## config.mk

```make
export PLATFORM = sky130hd
export DESIGN_NAME = simple_if_to_apb
export DESIGN_NICKNAME = d
export VERILOG_FILES = /design/src/rtl/base_pkg.sv /design/src/rtl/simple_if_to_apb.sv
export SDC_FILE = /design/constraint.sdc
export NUM_CORES = 1
export LEC_CHECK = 0
export CORE_AREA = 4 4 96 98
export CTS_CLUSTER_SIZE = 25
export DETAILED_ROUTE_END_ITERATION = 10
export DIE_AREA = 0 0 100 102
export DONT_BUFFER_PORTS = 1
export GPL_TIMING_DRIVEN = 0
export PLACE_DENSITY = 0.71
export REMOVE_ABC_BUFFERS = 1
export SLEW_MARGIN = 20
export SYNTH_ARGS = -nofsm -noshare
export SYNTH_HDL_FRONTEND = slang
export SYNTH_SLANG_ARGS = --single-unit
```

## constraint.sdc

```tcl
create_clock -name clk_i -period 3.2 [get_ports clk_i]
set_input_delay 0.64 -clock clk_i [delete_from_list [all_inputs] [get_ports clk_i]]
set_output_delay 0.64 -clock clk_i [all_outputs]
set_load 0.1 [all_outputs]
```

## src/rtl/base_pkg.sv

```systemverilog
// Shared APB definitions for the simple_if_to_apb requester and the APB slave adapters.
// Contents:
//   apb_req_t / apb_resp_t   APB4 request and response structs
//   RESP_*                   2-bit completion codes returned to the memory-side requester
//   apb_mst_state_e          requester FSM states
//   apb_addr()               base + offset address formation, truncated to the paddr width
package base_pkg;

    localparam int unsigned APB_ADDR_W = 32;
    localparam int unsigned APB_DATA_W = 32;
    localparam int unsigned APB_STRB_W = APB_DATA_W / 8;

    typedef struct packed {
        logic                  psel;
        logic                  penable;
        logic                  pwrite;
        logic [APB_ADDR_W-1:0] paddr;
        logic [APB_DATA_W-1:0] pwdata;
        logic [APB_STRB_W-1:0] pstrb;
    } apb_req_t;

    typedef struct packed {
        logic [APB_DATA_W-1:0] prdata;
        logic                  pready;
        logic                  pslverr;
    } apb_resp_t;

    localparam logic [1:0] RESP_OKAY    = 2'b00;
    localparam logic [1:0] RESP_SLVERR  = 2'b10;
    localparam logic [1:0] RESP_TIMEOUT = 2'b11;

    typedef enum logic [1:0] {
        IDLE   = 2'd0,
        SETUP  = 2'd1,
        ACCESS = 2'd2
    } apb_mst_state_e;

    // Offset is zero-extended to 64 bits before the add; the sum is cut to the paddr width.
    function automatic logic [APB_ADDR_W-1:0] apb_addr(input logic [63:0] base,
                                                        input logic [63:0] offset);
        logic [63:0] sum;
        sum = base + offset;
        return sum[APB_ADDR_W-1:0];
    endfunction

endpackage

```

## src/rtl/simple_if_to_apb.sv

```systemverilog
// APB requester bridging a split read/write memory-request interface onto APB4.
// One transfer at a time: IDLE -> SETUP -> ACCESS -> IDLE. Simultaneous read and write
// requests are arbitrated by a 1-bit round-robin pointer (write wins the first tie).
//
// Optional feature macro: SIMPLE_IF_TO_APB_TIMEOUT_EN
//   defined   : ACCESS cycles are counted; after TIMEOUT_CYCLES without pready the transfer
//               aborts with response 2'b11 (read data is left untouched).
//   undefined : ACCESS waits for pready indefinitely.
//
// Ports:
//   clk_i, arst_ni                    clock, asynchronous active-low reset
//   req_o / resp_i                    APB request / response structs
//   mem_we_i, mem_waddr_i,            write request (held until mem_wgnt_o), offset,
//   mem_wdata_i, mem_wstrb_i          data and byte strobes
//   mem_wgnt_o                        write captured (combinational pulse in IDLE)
//   mem_wresp_valid_o, mem_wresp_o    write completion pulse and response code
//   mem_re_i, mem_raddr_i             read request (held until mem_rgnt_o) and offset
//   mem_rgnt_o                        read captured (combinational pulse in IDLE)
//   mem_rvalid_o, mem_rdata_o,        read completion pulse, data (held until the next
//   mem_rresp_o                       read completion) and response code
module simple_if_to_apb
    import base_pkg::*;
#(
    parameter type         req_t          = base_pkg::apb_req_t,
    parameter type         resp_t         = base_pkg::apb_resp_t,
    parameter logic [63:0] MEM_BASE       = '0,
    parameter int unsigned MEM_SIZE       = 32,
    parameter int unsigned TIMEOUT_CYCLES = 16
) (
    input  logic                  clk_i,
    input  logic                  arst_ni,
    output req_t                  req_o,
    input  resp_t                 resp_i,
    input  logic                  mem_we_i,
    input  logic [MEM_SIZE-1:0]   mem_waddr_i,
    input  logic [APB_DATA_W-1:0] mem_wdata_i,
    input  logic [APB_STRB_W-1:0] mem_wstrb_i,
    output logic                  mem_wgnt_o,
    output logic                  mem_wresp_valid_o,
    output logic [1:0]            mem_wresp_o,
    input  logic                  mem_re_i,
    input  logic [MEM_SIZE-1:0]   mem_raddr_i,
    output logic                  mem_rgnt_o,
    output logic                  mem_rvalid_o,
    output logic [APB_DATA_W-1:0] mem_rdata_o,
    output logic [1:0]            mem_rresp_o
);

    apb_mst_state_e state_q, state_d;

    // High when the next tie should go to the write side.
    logic prefer_w_q, prefer_w_d;

    logic                  psel_q, psel_d;
    logic                  penable_q, penable_d;
    logic                  pwrite_q, pwrite_d;
    logic [APB_ADDR_W-1:0] paddr_q, paddr_d;
    logic [APB_DATA_W-1:0] pwdata_q, pwdata_d;
    logic [APB_STRB_W-1:0] pstrb_q, pstrb_d;

    logic                  wresp_valid_q, wresp_valid_d;
    logic [1:0]            wresp_q, wresp_d;
    logic                  rvalid_q, rvalid_d;
    logic [1:0]            rresp_q, rresp_d;
    logic [APB_DATA_W-1:0] rdata_q, rdata_d;

    logic grant_w;
    logic [1:0] done_resp;

`ifdef SIMPLE_IF_TO_APB_TIMEOUT_EN
    localparam int unsigned CNT_W = (TIMEOUT_CYCLES > 1) ? $clog2(TIMEOUT_CYCLES) : 1;
    logic [CNT_W-1:0] cnt_q, cnt_d;
    logic             timeout_hit;

    assign timeout_hit = (cnt_q == CNT_W'(TIMEOUT_CYCLES - 1));
`endif

    assign grant_w   = mem_we_i & (~mem_re_i | prefer_w_q);
    assign done_resp = resp_i.pslverr ? RESP_SLVERR : RESP_OKAY;

    always_comb begin
        state_d       = state_q;
        prefer_w_d    = prefer_w_q;
        psel_d        = psel_q;
        penable_d     = penable_q;
        pwrite_d      = pwrite_q;
        paddr_d       = paddr_q;
        pwdata_d      = pwdata_q;
        pstrb_d       = pstrb_q;
        wresp_valid_d = 1'b0;
        wresp_d       = wresp_q;
        rvalid_d      = 1'b0;
        rresp_d       = rresp_q;
        rdata_d       = rdata_q;
        mem_wgnt_o    = 1'b0;
        mem_rgnt_o    = 1'b0;
`ifdef SIMPLE_IF_TO_APB_TIMEOUT_EN
        cnt_d         = cnt_q;
`endif

        unique case (state_q)
            IDLE: begin
                if (mem_we_i || mem_re_i) begin
                    state_d = SETUP;
                    psel_d  = 1'b1;
                    if (grant_w) begin
                        mem_wgnt_o = 1'b1;
                        prefer_w_d = 1'b0;
                        pwrite_d   = 1'b1;
                        paddr_d    = apb_addr(MEM_BASE, 64'(mem_waddr_i));
                        pwdata_d   = mem_wdata_i;
                        pstrb_d    = mem_wstrb_i;
                    end else begin
                        mem_rgnt_o = 1'b1;
                        prefer_w_d = 1'b1;
                        pwrite_d   = 1'b0;
                        paddr_d    = apb_addr(MEM_BASE, 64'(mem_raddr_i));
                        pwdata_d   = '0;
                        pstrb_d    = '0;
                    end
                end
            end

            SETUP: begin
                state_d   = ACCESS;
                penable_d = 1'b1;
`ifdef SIMPLE_IF_TO_APB_TIMEOUT_EN
                cnt_d     = '0;
`endif
            end

            ACCESS: begin
                if (resp_i.pready) begin
                    state_d   = IDLE;
                    psel_d    = 1'b0;
                    penable_d = 1'b0;
                    if (pwrite_q) begin
                        wresp_valid_d = 1'b1;
                        wresp_d       = done_resp;
                    end else begin
                        rvalid_d = 1'b1;
                        rresp_d  = done_resp;
                        rdata_d  = resp_i.prdata;
                    end
                end
`ifdef SIMPLE_IF_TO_APB_TIMEOUT_EN
                else if (timeout_hit) begin
                    // Abort: the slave never answered; read data stays as it was.
                    state_d   = IDLE;
                    psel_d    = 1'b0;
                    penable_d = 1'b0;
                    if (pwrite_q) begin
                        wresp_valid_d = 1'b1;
                        wresp_d       = RESP_TIMEOUT;
                    end else begin
                        rvalid_d = 1'b1;
                        rresp_d  = RESP_TIMEOUT;
                    end
                end else begin
                    cnt_d = cnt_q + 1'b1;
                end
`endif
            end

            default: begin
                state_d   = IDLE;
                psel_d    = 1'b0;
                penable_d = 1'b0;
            end
        endcase
    end

    always_ff @(posedge clk_i or negedge arst_ni) begin
        if (!arst_ni) begin
            state_q       <= IDLE;
            prefer_w_q    <= 1'b1;
            psel_q        <= 1'b0;
            penable_q     <= 1'b0;
            pwrite_q      <= 1'b0;
            paddr_q       <= '0;
            pwdata_q      <= '0;
            pstrb_q       <= '0;
            wresp_valid_q <= 1'b0;
            wresp_q       <= RESP_OKAY;
            rvalid_q      <= 1'b0;
            rresp_q       <= RESP_OKAY;
            rdata_q       <= '0;
        end else begin
            state_q       <= state_d;
            prefer_w_q    <= prefer_w_d;
            psel_q        <= psel_d;
            penable_q     <= penable_d;
            pwrite_q      <= pwrite_d;
            paddr_q       <= paddr_d;
            pwdata_q      <= pwdata_d;
            pstrb_q       <= pstrb_d;
            wresp_valid_q <= wresp_valid_d;
            wresp_q       <= wresp_d;
            rvalid_q      <= rvalid_d;
            rresp_q       <= rresp_d;
            rdata_q       <= rdata_d;
        end
    end

`ifdef SIMPLE_IF_TO_APB_TIMEOUT_EN
    always_ff @(posedge clk_i or negedge arst_ni) begin
        if (!arst_ni) begin
            cnt_q <= '0;
        end else begin
            cnt_q <= cnt_d;
        end
    end
`endif

    always_comb begin
        req_o         = '0;
        req_o.psel    = psel_q;
        req_o.penable = penable_q;
        req_o.pwrite  = pwrite_q;
        req_o.paddr   = paddr_q;
        req_o.pwdata  = pwdata_q;
        req_o.pstrb   = pstrb_q;
    end

    assign mem_wresp_valid_o = wresp_valid_q;
    assign mem_wresp_o       = wresp_q;
    assign mem_rvalid_o      = rvalid_q;
    assign mem_rresp_o       = rresp_q;
    assign mem_rdata_o       = rdata_q;

endmodule

```

==> reports/summary.txt, run 1 <==
======================================================================================================
Result of the run                                                                         complete, no violations
Remaining number of nets flagged by the antenna check after routing                                  0
Register area share after synthesis                                                              63.6%
Cell with the most instances after synthesis                                              sky130_fd_sc_hd__dfrtp_1
Post-synthesis sequential element count                                                            110
Dpl cells                                                                                          380
Area of the die                                                                              10200 um2
Yosys synthesis warning count                                                                        0
Number of design-rule violations left by the first detailed-router iteration                        99
Share of the synthesized area in the top cell type                                               63.0%
Clock tree buffer depth                                                                              2
Clk_lat worst skew                                                                             0.36 ns
Relative area change from synthesis to final layout                                              7.51%
Post-CTS setup buffers                                                                               0
Share of synthesized registers carrying an async set or reset                                     100%
Combined global-route utilization of all metal layers                                            18.2%
Vias in the first global route                                                                    2634
Hold Violations, Final                                                                               0
Buffering stage count on the worst path with inverters included                                      2
Critical Setup Path Class                                                                      reg2out
Wire length of the first global-routing pass                                                   14.4 mm
Clock buffers created by TritonCTS                                                                   9
Cell type with the highest aggregate area in the netlist                                  sky130_fd_sc_hd__dfrtp_1
Total number of vias                                                                              2583
Final RePlAce weighted congestion                                                                0.744
Signal arrival time at the worst endpoint                                                      2.30 ns
Clock tree from TritonCTS                                                                        built
CTS sink count                                                                                     110
Worst reg2reg startpoint                                                                  state_q[0]$_DFFE_PN0P_
Share of post-route cells with drive strength above 1                                            21.8%
Count of port buffers added during placement                                                         0
Horizontal die dimension                                                                        100 um
Pin count of the biggest net entering global routing                                               110
Final-report max-slew violation count                                                                0
Pre-Repair DR Iteration Count                                                                        4
Y dimension of the die                                                                          102 um
Overall routed net length                                                                      9.80 mm
Standard-cell row count                                                                             34
Antenna violations before repair                                                                     0
Final cell count without fillers                                                                   397
Ratio of routed vias to standard cells                                                            6.51
Setup Viol. Count Final                                                                              0
Max-Cap Viols                                                                                        0
Portion of the clock cycle consumed by the worst path in the final layout                        91.9%
Final Critical Period                                                                          2.94 ns
Core Footprint                                                                                8470 um2
EDFF count, synth                                                                                    0
Number of DRC violations after detailed routing                                                      0
Depth of the critical timing path with buffers and inverters included                                4
Netlist area before placement                                                                 4330 um2
Antenna Cells                                                                                        0
Cell at the root of the clock tree                                                        sky130_fd_sc_hd__clkbuf_8
Placement-stage cell area                                                                     4390 um2
Least-Margin Pin Slew                                                                          1.04 ns
Setup repair after global routing missed its margin                                                 no
Average cell area after synthesis                                                             14.6 um2
Worst endpoint required time                                                                   2.56 ns
Cell count after synthesis                                                                         297
Grt ovf                                                                                              0
Slew Limit Headroom                                                                              30.6%
Main area contributors after synthesis                                                    sky130_fd_sc_hd__dfrtp_1 63%, sky130_fd_sc_hd__mux2_2 8.6%, sky130_fd_sc_hd__a221o_1 7.4%, sky130_fd_sc_hd__a22o_1 7.3%, sky130_fd_sc_hd__a21boi_0 5.5%
Net count of the finished layout                                                                   422
Path category of the worst min-delay check                                                    in2async
R2R setup slack                                                                                0.99 ns
Critical path cell sequence                                                               nor2_4 -> buf_8 -> and3_4 -> buf_12
Category of cells accounting for the largest share of critical-path delay                 simple AND/OR/NAND/NOR gates
Peak per-stage delay on the critical path                                                      0.52 ns
Largest fanout on the critical path                                                                 46
Core occupancy in the finished layout                                                            55.0%
CP startpoint kind                                                                            register
Predominant post-synthesis flop cell                                                      sky130_fd_sc_hd__dfrtp_1
Place WS                                                                                      0.465 ns
Crit. Startpoint                                                                          state_q[0]$_DFFE_PN0P_
Highest-delay cell along the critical path                                                sky130_fd_sc_hd__and3_4
Average wire per standard cell                                                                 24.7 um
I/O pin count                                                                                      249
Number of cell instances on the worst register-to-register path                                      5
Ranking of synthesized cells by instance count                                            109 x sky130_fd_sc_hd__dfrtp_1, 36 x sky130_fd_sc_hd__a22o_1, 33 x sky130_fd_sc_hd__mux2_2
Filler Cell Count                                                                                  684
Initial Util                                                                                     51.2%
Post-route standard cell area excluding fillers                                               4660 um2
Post-detailed-placement half-perimeter wirelength                                              7.12 mm
Crit end category                                                                           output pin
Final critical-path setup slack                                                               0.259 ns
H-tree depth reported by CTS                                                                         3
Highest attainable clock frequency                                                           0.340 GHz
Clock transition at the register clock pins on the worst setup and hold paths after CTS        0.09 ns
Number of distinct library cell variants in the gate-level netlist after synthesis                  27
Post-route clock skew                                                                        0.0178 ns
======================================================================================================
## layout make-up
type	instances	area [um2]	share of cell area [%]
tap	108	135	2.90
multi-input combinational	153	1410	30.2
sequential	110	2750	59.1
clock buffer	10	138	2.96
inverter	3	11.3	0.242
timing repair buffer	7	113	2.42
clock inverter	6	100	2.15
## through the flow
step / setup TNS (ns) / hold slack, ns
final: 0 / 0.126
after global routing: 0 / 0.104
after CTS: 0 / 0.100
after detailed placement: 0 / 0.347
after global placement: -121.62 / 0.347
after floorplan: -43.54 / 0.344
## sequential cells by signal, summed over array words and instances, names as in the netlist, 2 cells and up
| signal | cells |
|---|---|
| paddr_q | 32 |
| state_q | 2 |
| mem_rdata_o | 32 |
| pstrb_q | 4 |
| pwdata_q | 32 |
## cells in the final DEF, fill, tap and decap left out
cell                        synthesis  layout
sky130_fd_sc_hd__inv_1              2       2
sky130_fd_sc_hd__dfrtp_1          109     109
sky130_fd_sc_hd__o21ai_0            1       1
sky130_fd_sc_hd__o2bb2ai_1          1       1
sky130_fd_sc_hd__buf_8              0       1
sky130_fd_sc_hd__a22oi_1            1       1
sky130_fd_sc_hd__nor4b_1            1       1
sky130_fd_sc_hd__clkinv_4           0       1
sky130_fd_sc_hd__mux2_1             1       1
sky130_fd_sc_hd__a21boi_0          32      32
sky130_fd_sc_hd__buf_6              3       2
sky130_fd_sc_hd__buf_12             0       2
sky130_fd_sc_hd__bufinv_16          0       2
sky130_fd_sc_hd__inv_2              1       1
sky130_fd_sc_hd__inv_8              0       2
sky130_fd_sc_hd__nand2b_1           1       1
sky130_fd_sc_hd__buf_4              5       1
sky130_fd_sc_hd__inv_6              0       1
sky130_fd_sc_hd__dfstp_2            1       1
sky130_fd_sc_hd__buf_16             0       1
sky130_fd_sc_hd__o21a_1             1       1
sky130_fd_sc_hd__or2_1              1       1
sky130_fd_sc_hd__a21o_1             2       2
sky130_fd_sc_hd__conb_1             1       2
sky130_fd_sc_hd__mux2i_1            1       1
sky130_fd_sc_hd__mux2_2            33      33
sky130_fd_sc_hd__a221o_1           32      32
sky130_fd_sc_hd__and3_2             0       1
sky130_fd_sc_hd__nor2_4             0       1
sky130_fd_sc_hd__nor4_4             1       1
sky130_fd_sc_hd__nand2_1            3       2
sky130_fd_sc_hd__and3_4             0       1
sky130_fd_sc_hd__clkbuf_8           0      10
sky130_fd_sc_hd__nand2_2            0       1
sky130_fd_sc_hd__a22o_1            36      36
## worst paths after layout
kind | endpoint
max | mem_wgnt_o
min | prefer_w_q$_DFFE_PN1P_
max reg2reg | paddr_q[1]$_DFFE_PN0P_
min reg2reg | prefer_w_q$_DFFE_PN1P_
max in group asynchronous | paddr_q[8]$_DFFE_PN0P_
min in group clk_i | pwdata_q[24]$_DFFE_PN0P_
## layer usage
metal | up-vias | routed length, um | GRT usage, %
li1 | 1099 | - | -
met1 | 1279 | 3560 | 22.4
met2 | 184 | 4740 | 28.7
met3 | 21 | 1260 | 7.24
met4 | 0 | 232 | 7.88
met5 | - | 0 | 0
## what timing repair did
item                                    4_1_cts  5_1_grt
hold buffers                                  1        0
hold endpoints to repair                    109        0
gates resized for setup                       0        1
endpoints found under the setup margin        0        2
## kinds of logic (layout without fill, tap and decap cells)
kind of cell           count (synthesis)  count (layout)  synth area share [%]
other                                  1               2                0.0866
flip-flops                           110             110                  63.6
AO/OA/AOI/OAI                        106             106                  21.2
buffers and inverters                 35              26                  4.42
AND/OR/NAND/NOR                       10              10                  1.62
multiplexers                          35              35                  9.07
Power of run 1 is not shown: default switching activity piles up to over one toggle a cycle in this logic, so the estimate is an artifact.
==> run 2: changes to the inputs <==
--- a/config.mk
+++ b/config.mk
@@ -5,13 +5,13 @@
 export SDC_FILE = /design/constraint.sdc
 export NUM_CORES = 1
 export LEC_CHECK = 0
-export CORE_AREA = 4 4 96 98
+export CORE_MARGIN = 4
+export CORE_UTILIZATION = 35
 export CTS_CLUSTER_SIZE = 25
 export DETAILED_ROUTE_END_ITERATION = 10
-export DIE_AREA = 0 0 100 102
 export DONT_BUFFER_PORTS = 1
 export GPL_TIMING_DRIVEN = 0
-export PLACE_DENSITY = 0.71
+export PLACE_DENSITY = 0.53
 export REMOVE_ABC_BUFFERS = 1
 export SLEW_MARGIN = 20
 export SYNTH_ARGS = -nofsm -noshare
==> reports/summary.txt, run 2 (synthesis results as in run 1) <==
======================================================================================================
Y dimension of the die                                                                          119 um   +17%
Cell at the root of the clock tree                                                        sky130_fd_sc_hd__clkbuf_16
Pin count of the biggest net entering global routing                                               111   +0.91%
Area of the die                                                                              14200 um2   +39%
Place WS                                                                                      0.472 ns   +0.00665 ns
Share of post-route cells with drive strength above 1                                            20.9%   -0.89 points
Pre-Repair DR Iteration Count                                                                        4   unchanged
Worst hold margin                                                                           -0.0126 ns   -0.138 ns
Largest fanout on the critical path                                                                 28   -39%
Average wire per standard cell                                                                 22.6 um   -8.2%
Final RePlAce weighted congestion                                                                0.703   -5.5%
Final-report max-slew violation count                                                                0   unchanged
Antenna Cells                                                                                        0   unchanged
Max-Cap Viols                                                                                        0   unchanged
Busiest metal layer after global routing                                                          met2
Result of the run                                                                         finished, violations left
Met1 Resource Use GR                                                                             17.6%   -4.8 points
Number of design-rule violations left by the first detailed-router iteration                       149   +51%
R2R setup slack                                                                                0.99 ns   about the same
Total number of vias                                                                              2635   +2.0%
Grt ovf                                                                                              0   unchanged
Signal arrival time at the worst endpoint                                                      2.31 ns   about the same
Post-detailed-placement half-perimeter wirelength                                              7.05 mm   -0.93%
Clock tree buffer depth                                                                              2   unchanged
Failing checks                                                                            negative hold slack
Slew Limit Headroom                                                                              26.0%   -4.6 points
Count of port buffers added during placement                                                         0   unchanged
Remaining number of nets flagged by the antenna check after routing                                  0   unchanged
Most common library cell in the layout ignoring fill and taps                             sky130_fd_sc_hd__dfrtp_1
Overall routed net length                                                                      10.3 mm   +5.2%
Worst endpoint required time                                                                   2.56 ns   about the same
Core Footprint                                                                               12100 um2   +42%
Path category of the worst min-delay check                                                    in2async
Setup Viol. Count Final                                                                              0   unchanged
R2r endpoint                                                                              paddr_q[14]$_DFFE_PN0P_
CP startpoint kind                                                                            register
Final Critical Period                                                                          2.95 ns   +0.0108 ns
Setup repair after global routing missed its margin                                                 no
Gates resized, CTS repair                                                                            0   unchanged
Final critical-path setup slack                                                               0.248 ns   -0.0108 ns
Met2 capacity usage during global routing                                                        21.1%   -7.6 points
Horizontal die dimension                                                                        119 um   +19%
CTS sink count                                                                                     110   unchanged
Relative area change from synthesis to final layout                                              10.0%
Initial Util                                                                                     35.9%   -15 points
Vias in the first global route                                                                    2793   +6.0%
Antenna violations before repair                                                                     0   unchanged
I/O pin count                                                                                      249   unchanged
Clock buffers created by TritonCTS                                                                   9   unchanged
Worst reg2reg startpoint                                                                  state_q[0]$_DFFE_PN0P_
Critical Setup Path Class                                                                      reg2out
Highest attainable clock frequency                                                           0.339 GHz   -0.37%
Dpl cells                                                                                          439   +16%
H-tree depth reported by CTS                                                                         3   unchanged
GR Layer Usage met3                                                                              4.80%   -2.4 points
Number of DRC violations after detailed routing                                                      0   unchanged
Combined global-route utilization of all metal layers                                            13.9%   -4.3 points
Hold Violations, Final                                                                              78   +78
Least-Margin Pin Slew                                                                          1.11 ns   +0.0688 ns
Wire length of the first global-routing pass                                                   15.6 mm   +8.4%
Number of cell instances on the worst register-to-register path                                      4   -1
Clock tree from TritonCTS                                                                        built
Most frequent cells in the layout                                                         109 x sky130_fd_sc_hd__dfrtp_1, 36 x sky130_fd_sc_hd__a22o_1, 33 x sky130_fd_sc_hd__mux2_2, 32 x sky130_fd_sc_hd__a21boi_0, 32 x sky130_fd_sc_hd__a221o_1
Crit end category                                                                           output pin
Standard-cell row count                                                                             40   +18%
Net count of the finished layout                                                                   421   -0.24%
Final cell count without fillers                                                                   455   +15%
Ratio of routed vias to standard cells                                                            5.79   -11%
Clock transition at the register clock pins on the worst setup and hold paths after CTS        0.07 ns   -0.02 ns
Portion of the clock cycle consumed by the worst path in the final layout                        92.2%   +0.34 points
Post-route clock skew                                                                       0.00514 ns   -0.0126 ns
Clk_lat worst skew                                                                             0.34 ns   -0.02 ns
======================================================================================================
==> run 2: worst max path at each step <==
stage	cells past startpoint	slack (ns)	end	startpoint
5_1_grt	3	0.07	mem_rgnt_o	state_q[0]$_DFFE_PN0P_
3_3_place_gp	2	-2.07	mem_wgnt_o	state_q[0]$_DFFE_PN0P_
6_report	3	0.25	mem_rgnt_o	state_q[0]$_DFFE_PN0P_
4_1_cts	3	0.08	mem_wgnt_o	state_q[0]$_DFFE_PN0P_
3_5_place_dp	3	0.47	mem_wgnt_o	state_q[0]$_DFFE_PN0P_
2_1_floorplan	2	-0.83	mem_wgnt_o	state_q[0]$_DFFE_PN0P_
==> run 2: layout make-up <==
type	instances	area [um2]
fill	1122	7300
clock buffer	10	229
clock inverter	5	75.1
timing repair buffer	5	73.8
tap	168	210
sequential	110	2750
inverter	3	11.3
multi-input combinational	154	1410
==> run 2: what timing repair did <==
action | in CTS | in global routing
hold endpoints to repair | 109 | 109
setup buffers | 0 | 0
setup endpoints to repair | 0 | 2
==> run 2: stage by stage <==
stage	utilization (%)	cell area (um2)	TNS [ns]
floorplan	-	4160	-43.54
global placement	36.2	4370	-136.23
detailed placement	36.9	4460	0
CTS	39.5	4760	0
global route	39.5	4770	0
finish	39.5	4770	0
==> run 2: metal layers <==
metal / up-vias / part of all wire (%) / wire length, um
met5: - / 0 / 0
met1: 1335 / 40 / 4110
met3: 17 / 11 / 1100
met2: 186 / 47 / 4830
li1: 1097 / - / -
met4: 0 / 2.6 / 268
==> run 2: critical path, stage by stage, from the launching register on <==
cell                      delay, ns
sky130_fd_sc_hd__dfrtp_1       0.54
sky130_fd_sc_hd__nor2_4        0.46
sky130_fd_sc_hd__and3_2        0.67
sky130_fd_sc_hd__buf_12        0.27
Power of run 2 is left out for the same reason.
==> run 3: changes to the inputs <==
--- a/config.mk
+++ b/config.mk
@@ -12,7 +12,6 @@
 export DONT_BUFFER_PORTS = 1
 export GPL_TIMING_DRIVEN = 0
 export PLACE_DENSITY = 0.53
-export REMOVE_ABC_BUFFERS = 1
 export SLEW_MARGIN = 20
 export SYNTH_ARGS = -nofsm -noshare
 export SYNTH_HDL_FRONTEND = slang
==> reports/summary.txt, run 3 (synthesis results as in run 1) <==
======================================================================================================
Result of the run                                                                         finished, violations left
Failing checks                                                                            negative hold slack
Least-Margin Pin Slew                                                                         0.951 ns   -0.159 ns
Hold Violations, Final                                                                              21   -73%
Combined global-route utilization of all metal layers                                            15.1%   +1.2 points
Final Critical Period                                                                          2.96 ns   +0.0101 ns
CTS sink count                                                                                     110   unchanged
Highest attainable clock frequency                                                           0.338 GHz   -0.34%
Path category of the worst min-delay check                                                    in2async
Max-Cap Viols                                                                                        0   unchanged
Number of design-rule violations left by the first detailed-router iteration                       107   -28%
Post-detailed-placement half-perimeter wirelength                                              8.22 mm   +17%
Count of port buffers added during placement                                                         0   unchanged
Most frequent cells in the layout                                                         109 x sky130_fd_sc_hd__dfrtp_1, 36 x sky130_fd_sc_hd__a22o_1, 33 x sky130_fd_sc_hd__mux2_2, 32 x sky130_fd_sc_hd__a21boi_0, 32 x sky130_fd_sc_hd__a221o_1
Worst hold margin                                                                           -0.0105 ns   +0.00219 ns
Setup repair after global routing missed its margin                                                 no
Final RePlAce weighted congestion                                                                0.772   +9.8%
Core Footprint                                                                               12100 um2   unchanged
Largest fanout on the critical path                                                                 10   -64%
I/O pin count                                                                                      249   unchanged
Horizontal die dimension                                                                        119 um   unchanged
H-tree depth reported by CTS                                                                         3   unchanged
Filler Cell Count                                                                                 1150   +2.5%
Area of the die                                                                              14200 um2   unchanged
Final-report max-slew violation count                                                                0   unchanged
Portion of the clock cycle consumed by the worst path in the final layout                        92.6%   +0.32 points
Vias in the first global route                                                                    2898   +3.8%
Standard-cell row count                                                                             40   unchanged
Clk_lat worst skew                                                                             0.34 ns   about the same
Grt ovf                                                                                              0   unchanged
Crit end category                                                                           output pin
Wire length of the first global-routing pass                                                   16.7 mm   +7.4%
Post-route clock skew                                                                       0.00847 ns   +0.00332 ns
Antenna Cells                                                                                        0   unchanged
Pre-Repair DR Iteration Count                                                                        4   unchanged
Setup Viol. Count Final                                                                              0   unchanged
Cell at the root of the clock tree                                                        sky130_fd_sc_hd__clkbuf_16
Fin Setup TNS                                                                                     0 ns   unchanged
Y dimension of the die                                                                          119 um   unchanged
Clock transition at the register clock pins on the worst setup and hold paths after CTS        0.07 ns   about the same
Clock buffers created by TritonCTS                                                                   9   unchanged
Critical Setup Path Class                                                                      reg2out
Overall routed net length                                                                      11.0 mm   +7.0%
Net count of the finished layout                                                                   447   +6.2%
Clock tree from TritonCTS                                                                        built
Antenna violations before repair                                                                     0   unchanged
Total number of vias                                                                              2668   +1.3%
Worst endpoint required time                                                                   2.56 ns   about the same
Share of post-route cells with drive strength above 1                                            23.6%   +2.7 points
Remaining number of nets flagged by the antenna check after routing                                  0   unchanged
Average wire per standard cell                                                                 22.9 um   +1.0%
Ratio of routed vias to standard cells                                                            5.54   -4.4%
Pin count of the biggest net entering global routing                                               111   unchanged
Relative area change from synthesis to final layout                                              11.9%
Number of DRC violations after detailed routing                                                      0   unchanged
Signal arrival time at the worst endpoint                                                      2.32 ns   about the same
CP startpoint kind                                                                            register
Clock tree buffer depth                                                                              2   unchanged
Slew Limit Headroom                                                                              36.6%   +11 points
Initial Util                                                                                     35.9%   unchanged
Most common library cell in the layout ignoring fill and taps                             sky130_fd_sc_hd__dfrtp_1
======================================================================================================
-- run 3: layer usage --
layer	wire, um	vias up	share of wire [%]	GRT usage [%]
li1	-	1140	-	-
met1	4150	1330	38	17.5
met2	5360	185	49	24.4
met3	1330	13	12	7.08
met4	184	0	1.7	5.65
met5	0	-	0	0
-- run 3: per-stage QoR --
stage	util (%)	cell area [um2]	worst slack (ns)	hold slack, ns	instances
after detailed placement	37.7	4550	0.467	0.347	466
after global routing	40.2	4850	0.0553	-0.0328	482
after CTS	40.2	4840	0.0917	-0.0293	482
final	40.2	4850	0.238	-0.0105	482
after floorplan	-	4340	0.985	0.344	298
after global placement	37.7	4550	0.490	0.347	466
-- run 3: worst paths after layout --
kind,from,slack [ns],depth (start not counted),end
worst min-delay path,arst_ni,-0.01,0,mem_rdata_o[3]$_DFFE_PN0P_
worst max register to register,state_q[0]$_DFFE_PN0P_,0.89,6,paddr_q[26]$_DFFE_PN0P_
max in group asynchronous,arst_ni,2.93,0,prefer_w_q$_DFFE_PN1P_
worst min register to register,penable_q$_DFFE_PN0P_,0.50,1,penable_q$_DFFE_PN0P_
min in group clk_i,mem_wdata_i[0],0.43,1,pwdata_q[0]$_DFFE_PN0P_
worst max-delay path,state_q[0]$_DFFE_PN0P_,0.24,5,mem_rgnt_o
-- run 3: critical path: stages (launching register included) --
cell	delay (ns)
sky130_fd_sc_hd__dfrtp_1	0.36
sky130_fd_sc_hd__buf_2	0.17
sky130_fd_sc_hd__nor2_1	0.47
sky130_fd_sc_hd__and3_1	0.24
sky130_fd_sc_hd__buf_2	0.18
sky130_fd_sc_hd__buf_2	0.55
-- run 3: cell type report --
class / count / area, um2 / share of cell area, %
clock inverters: 6 / 70.1 / 1.45
well taps: 168 / 210 / 4.34
flip-flops and latches: 110 / 2750 / 56.8
plain buffers: 32 / 183 / 3.77
multi-input cells: 153 / 1390 / 28.7
clock buffers: 10 / 229 / 4.72
inverters: 3 / 11.3 / 0.232
-- run 3: timing repair --
action / CTS / global route
endpoints found under the setup margin: 0 / 1
buffers inserted: 0 / 0
resized for setup: 0 / 1
hold endpoints to repair: 109 / 109
Power of run 3 is left out for the same reason.
